--- src/rtl/mul8_seq_pkg.sv ---
// Shared encodings for the multi-cycle ALU units and their sequencer.
package mul8_seq_pkg;

    typedef enum logic [1:0] {
        IDLE = 2'd0,
        RUN  = 2'd1,
        DONE = 2'd2
    } state_t;

endpackage

--- src/rtl/addern.sv ---
// N-bit ripple adder with carry in/out, shared by the ALU datapath.
module addern #(
    parameter int WIDTH = 8
) (
    input  logic [WIDTH-1:0] a,
    input  logic [WIDTH-1:0] b,
    input  logic             cin,
    output logic [WIDTH-1:0] sum,
    output logic             cout
);

    assign {cout, sum} = {1'b0, a} + {1'b0, b} + {{WIDTH{1'b0}}, cin};

endmodule

--- src/rtl/mul8_seq.sv ---
// Sequential shift-and-add unsigned multiplier, one partial product per clock.
module mul8_seq
    import mul8_seq_pkg::*;
#(
    parameter int WIDTH = 8
) (
    input  logic                 clk,
    input  logic                 rst,
    input  logic                 start,
    input  logic [WIDTH-1:0]     a,
    input  logic [WIDTH-1:0]     b,
    output logic                 busy,
    output logic                 done,
    output logic [2*WIDTH-1:0]   product
);

    localparam int CW = $clog2(WIDTH);
    localparam logic [CW-1:0] LAST = CW'(WIDTH - 1);

    state_t state, state_next;

    logic [WIDTH-1:0] acc, q, m;
    logic [WIDTH-1:0] addend, sum;
    logic [CW-1:0]    cnt;
    logic             cout;
    logic             last;

    assign addend = q[0] ? m : '0;
    assign last   = (cnt == LAST);

    addern #(.WIDTH(WIDTH)) u_add (
        .a    (acc),
        .b    (addend),
        .cin  (1'b0),
        .sum  (sum),
        .cout (cout)
    );

    always_ff @(posedge clk) begin
        if (rst) state <= IDLE;
        else     state <= state_next;
    end

    always_comb begin
        state_next = state;
        case (state)
            IDLE:    if (start) state_next = RUN;
            RUN:     if (last)  state_next = DONE;
            DONE:    state_next = IDLE;
            default: state_next = IDLE;
        endcase
    end

    // cnt holds on the final step so it never wraps past WIDTH-1
    always_ff @(posedge clk) begin
        if (rst) begin
            acc     <= '0;
            q       <= '0;
            m       <= '0;
            cnt     <= '0;
            product <= '0;
        end else begin
            case (state)
                IDLE: begin
                    if (start) begin
                        m   <= a;
                        q   <= b;
                        acc <= '0;
                        cnt <= '0;
                    end
                end
                RUN: begin
                    acc <= {cout, sum[WIDTH-1:1]};
                    q   <= {sum[0], q[WIDTH-1:1]};
                    if (last)
                        product <= {cout, sum[WIDTH-1:1], sum[0], q[WIDTH-1:1]};
                    else
                        cnt <= cnt + CW'(1);
                end
                default: ;
            endcase
        end
    end

    assign busy = (state != IDLE);
    assign done = (state == DONE);

endmodule

--- config.mk ---
export PLATFORM = sky130hd
export DESIGN_NAME = mul8_seq
export DESIGN_NICKNAME = d
export VERILOG_FILES = /design/src/rtl/mul8_seq_pkg.sv /design/src/rtl/addern.sv /design/src/rtl/mul8_seq.sv
export SDC_FILE = /design/constraint.sdc
export NUM_CORES = 1
export LEC_CHECK = 0
export ABC_AREA = 1
export BUFFER_PORTS_ARGS = -buffer_cell sky130_fd_sc_hd__buf_2
export CORE_MARGIN = 4
export CORE_UTILIZATION = 40
export DETAILED_ROUTE_END_ITERATION = 7
export GPL_TIMING_DRIVEN = 0
export HOLD_SLACK_MARGIN = 0.08
export PLACE_DENSITY = 0.6
export SLEW_MARGIN = 40
export SYNTH_ARGS = -nofsm -noshare
export SYNTH_HDL_FRONTEND = slang
export SYNTH_SLANG_ARGS = --single-unit
--- constraint.sdc ---
create_clock -name clk -period 2.4 [get_ports clk]
set_input_delay 0.6 -clock clk [delete_from_list [all_inputs] [get_ports clk]]
set_output_delay 0.6 -clock clk [all_outputs]
set_load 0.02 [all_outputs]
# Yosys cells after proc, flatten, opt, wreduce, memory -nomap -nowiden
# Cells that the tools add are included.
[op_classes]
n_eq_ne = 6
reduce_logical = 8
mux = 11
addsub = 2
[op_table]
columns = ["operator", "n"]
rows = [
  ["$pmux 8 s2", 2],
  ["$mux 8", 3],
  ["$add 8x8->9", 1],
  ["$reduce_and 2->1", 4],
  ["$mux 3", 2],
  ["$ne 2x2->1 const B", 3],
  ["$pmux 3 s2", 1],
  ["$mux 2", 2],
  ["$pmux 2 s2", 1],
  ["$reduce_bool 2->1", 2],
  ["$add 3x1->3 const B", 1],
  ["$eq 3x3->1 const B", 1],
  ["$reduce_and 3->1", 1],
  ["$eq 2x1->1 const B", 1],
  ["$eq 2x2->1 const B", 1],
  ["$logic_not 2->1", 1],
]
[word_totals]
reg_bits = 45
word_cells = 33

# Logic depth before layout (Yosys ltp)
[depth]
ltp_word = 3
mapped_depth = 14
ltp_nobuf = 13

# Cells and area by module
# A second synthesis with hierarchy kept.
[hier_totals]
hier_cells = 326
hier_area_um2 = 2267.2
[modules_own_cells]
columns = ["module", "n_inst", "cells_each", "seq_area_each_um2", "area_each_um2"]
rows = [
  ["mul8_seq", 1, 267, 900.9, 1883.1],
  ["addern", 1, 59, 0.0, 384.1],
]

# Least setup slack after synthesis
# Ideal clock, no wire load.
[synth_timing]
path_kind = "flip-flop to flip-flop"
startpoint = "register q[0]"
endpoint = "register product[15]"
slack_ns = 0.654
t_arrival_ns = 1.633
path_buffers = 1
stages_incl_launch_ff = 14
synth_period_minus_slack_ns = 1.746
path_cell_list = "dfxtp_1 > buf_2 > nand2_1 > inv_1 > ha_1 > fa_1 > nand2_1 > nand2_1 > nand3_1 > nand2_1 > nand2_1 > nand2_1 > o21bai_1 > inv_1"
[synth_between]
elab_chain_cells = 2
[synth_rtl]
columns = ["item", "line_no", "rtl"]
rows = [
  ["start, declared", "mul8_seq.sv:22", "logic [WIDTH-1:0] acc, q, m;"],
  ["start signal, assigned", "mul8_seq.sv:74", "q <= {sum[0], q[WIDTH-1:1]};"],
  ["$mux 8", "mul8_seq.sv:28", "assign addend = q[0] ? m : '0;"],
  ["$add 8x8->9", "addern.sv:12", "assign {cout, sum} = {1'b0, a} + {1'b0, b} + {{WIDTH{1'b0}}, cin};"],
  ["end signal, assigned", "mul8_seq.sv:76", "product <= {cout, sum[WIDTH-1:1], sum[0], q[WIDTH-1:1]};"],
  ["end, declared", "mul8_seq.sv:14", "output logic [2*WIDTH-1:0] product"],
]
# No other way between the ends.
# A chain may end at the register's enable or synchronous reset.

# Final worst setup path
# Ends and elaborated chain as after synthesis.

==> summary.md <==
| Metric | Value |
|---|---|
| CTS sink count | `45` |
| Hold Fails Final Rpt | `0` |
| Maximum VDD drop | `about 0.27 mV` |
| DR WL/cell | `11.7 µm` |
| Net Count, Synth | `around 330` |
| Largest net degree at the start of global routing | `15` |
| IO Pins | `37` |
| CTS Buffer Depth | `2` |
| Mux share of post-synthesis cell area | `0` |
| Final Non-Filler Cells | `411` |
| Worst Path Max Fanout | `9` |
| Arrival @ worst endpoint | `2140 ps` |
| Vias per cell | `4.72` |
| Final setup TNS | `0 ps` |
| PortBufs | `36` |
| GR peak layer | `met2` |
| Diodes inserted | `0` |
| Share of the synthesized area in the top cell type | `0.408` |
| Slew Limit Fails | `0` |
| Status | `completed` |
| Max-slew headroom | `0.569` |
| Sequential area share after synthesis | `0.408` |
| Cells after DPL | `around 400` |
| Remaining antenna violation count | `0` |
| Die area | `just under 7000 µm²` |
| Max cap viols | `0` |
| Skew-Pair Late Insertion Delay | `approximately 300 ps` |
| Met2 Usage GRT | `0.284` |
| Top cells by count, synth | `65 x nand2_1, 45 x dfxtp_1, 38 x inv_1` |
| Root Driver | `clkbuf_8` |
| Grt ovf | `0` |
| Die H | `82.3 µm` |
| RSZ-0062 raised after global routing | `no` |
| GP Congestion | `~0.8` |
| Final WL | `4830 µm` |
| Most used flip-flop cell after synthesis | `dfxtp_1` |
| Number of hold buffers added after cts | `0` |
| Initial antenna violation count | `0` |
| DRC violations left | `0` |
| CTS Buf Count | `5` |
| Nets@finish | `370` |
| Post-CTS setup buffers | `0` |
| CP endpoint kind | `flop` |
| Die width | `approximately 82 µm` |
| Worst-Margin Slew | `647 ps` |
| Count leader, synth | `nand2_1` |
| Initial cell density of the core | `0.422` |
| Share of flip-flops with an asynchronous set or reset | `0` |
| Row count | `26` |
| Crit Path Class | `flop to flop` |
| Synth Area in Compound Gates | `0.165` |
| Mapped Area | `2210 µm²` |
| Post-synthesis register bit count | `45` |
| Global-route wire length before repair | `8270 µm` |
| Via count | `1941` |
| Main combinational cell family by area after synthesis | `simple AND/OR/NAND/NOR gates` |
| Clock transition at the registers of the reported paths | `90 ps` |
| Post-Route Skew | `around 7.1 ps` |
| # setup viols final | `0` |
| H-tree Lvls | `2` |
| Post-CTS Resized | `0` |
| Leakage power | `1.32 nW` |
| Setup slack after layout | `460 ps` |
| GRT Util Overall | `0.159` |
| Layout area overhead | `17.2%` |
| Core area | `between 5000 and 6000 µm²` |
| Share of cells above drive strength 1 | `0.217` |
| Post-Synth Simple-Gate Area | `0.252` |
| Post-Syn Instances | `297` |
| Power Density | `roughly 600 nW/µm²` |
| Post-synth EDFFs | `0` |
| CP startpoint kind | `flop` |
| Adder-cell share of the synthesized area | `0.0657` |
| Minimum clock period | `1940 ps` |
| Yosys cell types | `29` |
| Met1 GRT Util | `0.185` |
| Min-Delay Path Class | `flop to flop` |
| Cell taking the most area after synthesis | `dfxtp_1` |
| Iter 0 DRT Violations | `75` |
| DP HPWL | `3600 µm` |
| Fin crit share | `0.808` |
| Peak Freq | `between 500 and 600 MHz` |
| Drt pass-1 iters | `4` |
| YS warnings | `0` |
| DP Worst Slack | `455 ps` |
| CTS tree | `built` |
| Number of global-route vias before repair | `between 1500 and 2000` |
| Ranking of synthesized cells by area | `dfxtp_1 41%, nand2_1 11%, inv_1 6.5%` |
| XOR/XNOR Fraction of Synth Area | `0.00396` |
| Post-Syn Area per Cell | `7.44 µm²` |
| Worst Path Required | `2600 ps` |
| M3 GR Usage | `0.0336` |
[metrics by stage]
stage,utilization,power [mW],area [µm²],hold WS (ps)
floorplan,-,0.937,2210,433
global placement,0.473,0.989,2480,452
detailed placement,0.473,0.990,2480,454
CTS,0.494,1.57,2590,472
global route,0.494,1.62,2590,489
finish,0.494,1.55,2590,470
[path summary, 6_finish.rpt]
check,end,slack [ps],depth (start not counted),from
min reg2reg,q[2],470,2,q[2]
min,q[2],470,2,q[2]
max,product[15],460,13,q[0]
max reg2reg,product[15],460,13,q[0]
[critical path: stages (launching register included)]
cell and delay, ps:
dfxtp_1 300, buf_2 170, nand2_1 70, inv_1 40, ha_1 200, fa_1 410
nand2_1 90, nand2_1 90, nand3_1 100, nand2_1 80, nand2_1 70, nand2_1 70
o21bai_1 120, inv_1 50
[layer usage]
| layer | wire (µm) | vias up |
|---|---|---|
| met4 | 63 | 0 |
| met1 | 2210 | 871 |
| met2 | 2330 | 31 |
| met5 | 0 | - |
| met3 | 225 | 7 |
| li1 | - | 1032 |
[where the power goes]
group | switching, mW | total, mW | internal (mW)
Combinational | 0.114 | 0.182 | 0.0682
Clock | 0.264 | 0.577 | 0.313
Sequential | 0.0123 | 0.789 | 0.776
Total | 0.390 | 1.55 | 1.16
[cell type report]
type | instances | area [µm²]
Buffer | 12 | 83.8
Clock buffer | 6 | 72.6
Clock inverter | 2 | 38.8
Fill cell | 543 | 2650
Inverter | 40 | 150
Multi-Input combinational cell | 200 | 1070
Sequential cell | 45 | 901
Tap cell | 70 | 87.6
Timing Repair Buffer | 36 | 180
[registers in the layout, indices dropped and copies added, names as in the netlist]
register,cells
m,8
cnt,3
acc,8
product,16
state,2
q,8
[placed cells by master, fill, tap and decap left out, types with 7 or more instances in the layout]
cell type / synthesis / routed
nor2_1: 23 / 23
buf_2: 4 / 40
nand3_1: 20 / 20
nand2_1: 65 / 65
o21ai_0: 28 / 28
nand2_2: 9 / 9
a21oi_2: 7 / 7
dfxtp_1: 45 / 45
inv_1: 38 / 38
ha_1: 10 / 10
a21oi_1: 16 / 16
[logic make-up (layout without fill, tap and decap cells)]
family / count (synthesis) / after routing
compound gates: 64 / 64
xor+xnor: 1 / 1
fa+ha+maj: 11 / 11
buf+inv: 52 / 96
flops: 45 / 45
simple gates: 124 / 124
Note: power is estimated with default switching activity, not from simulation.
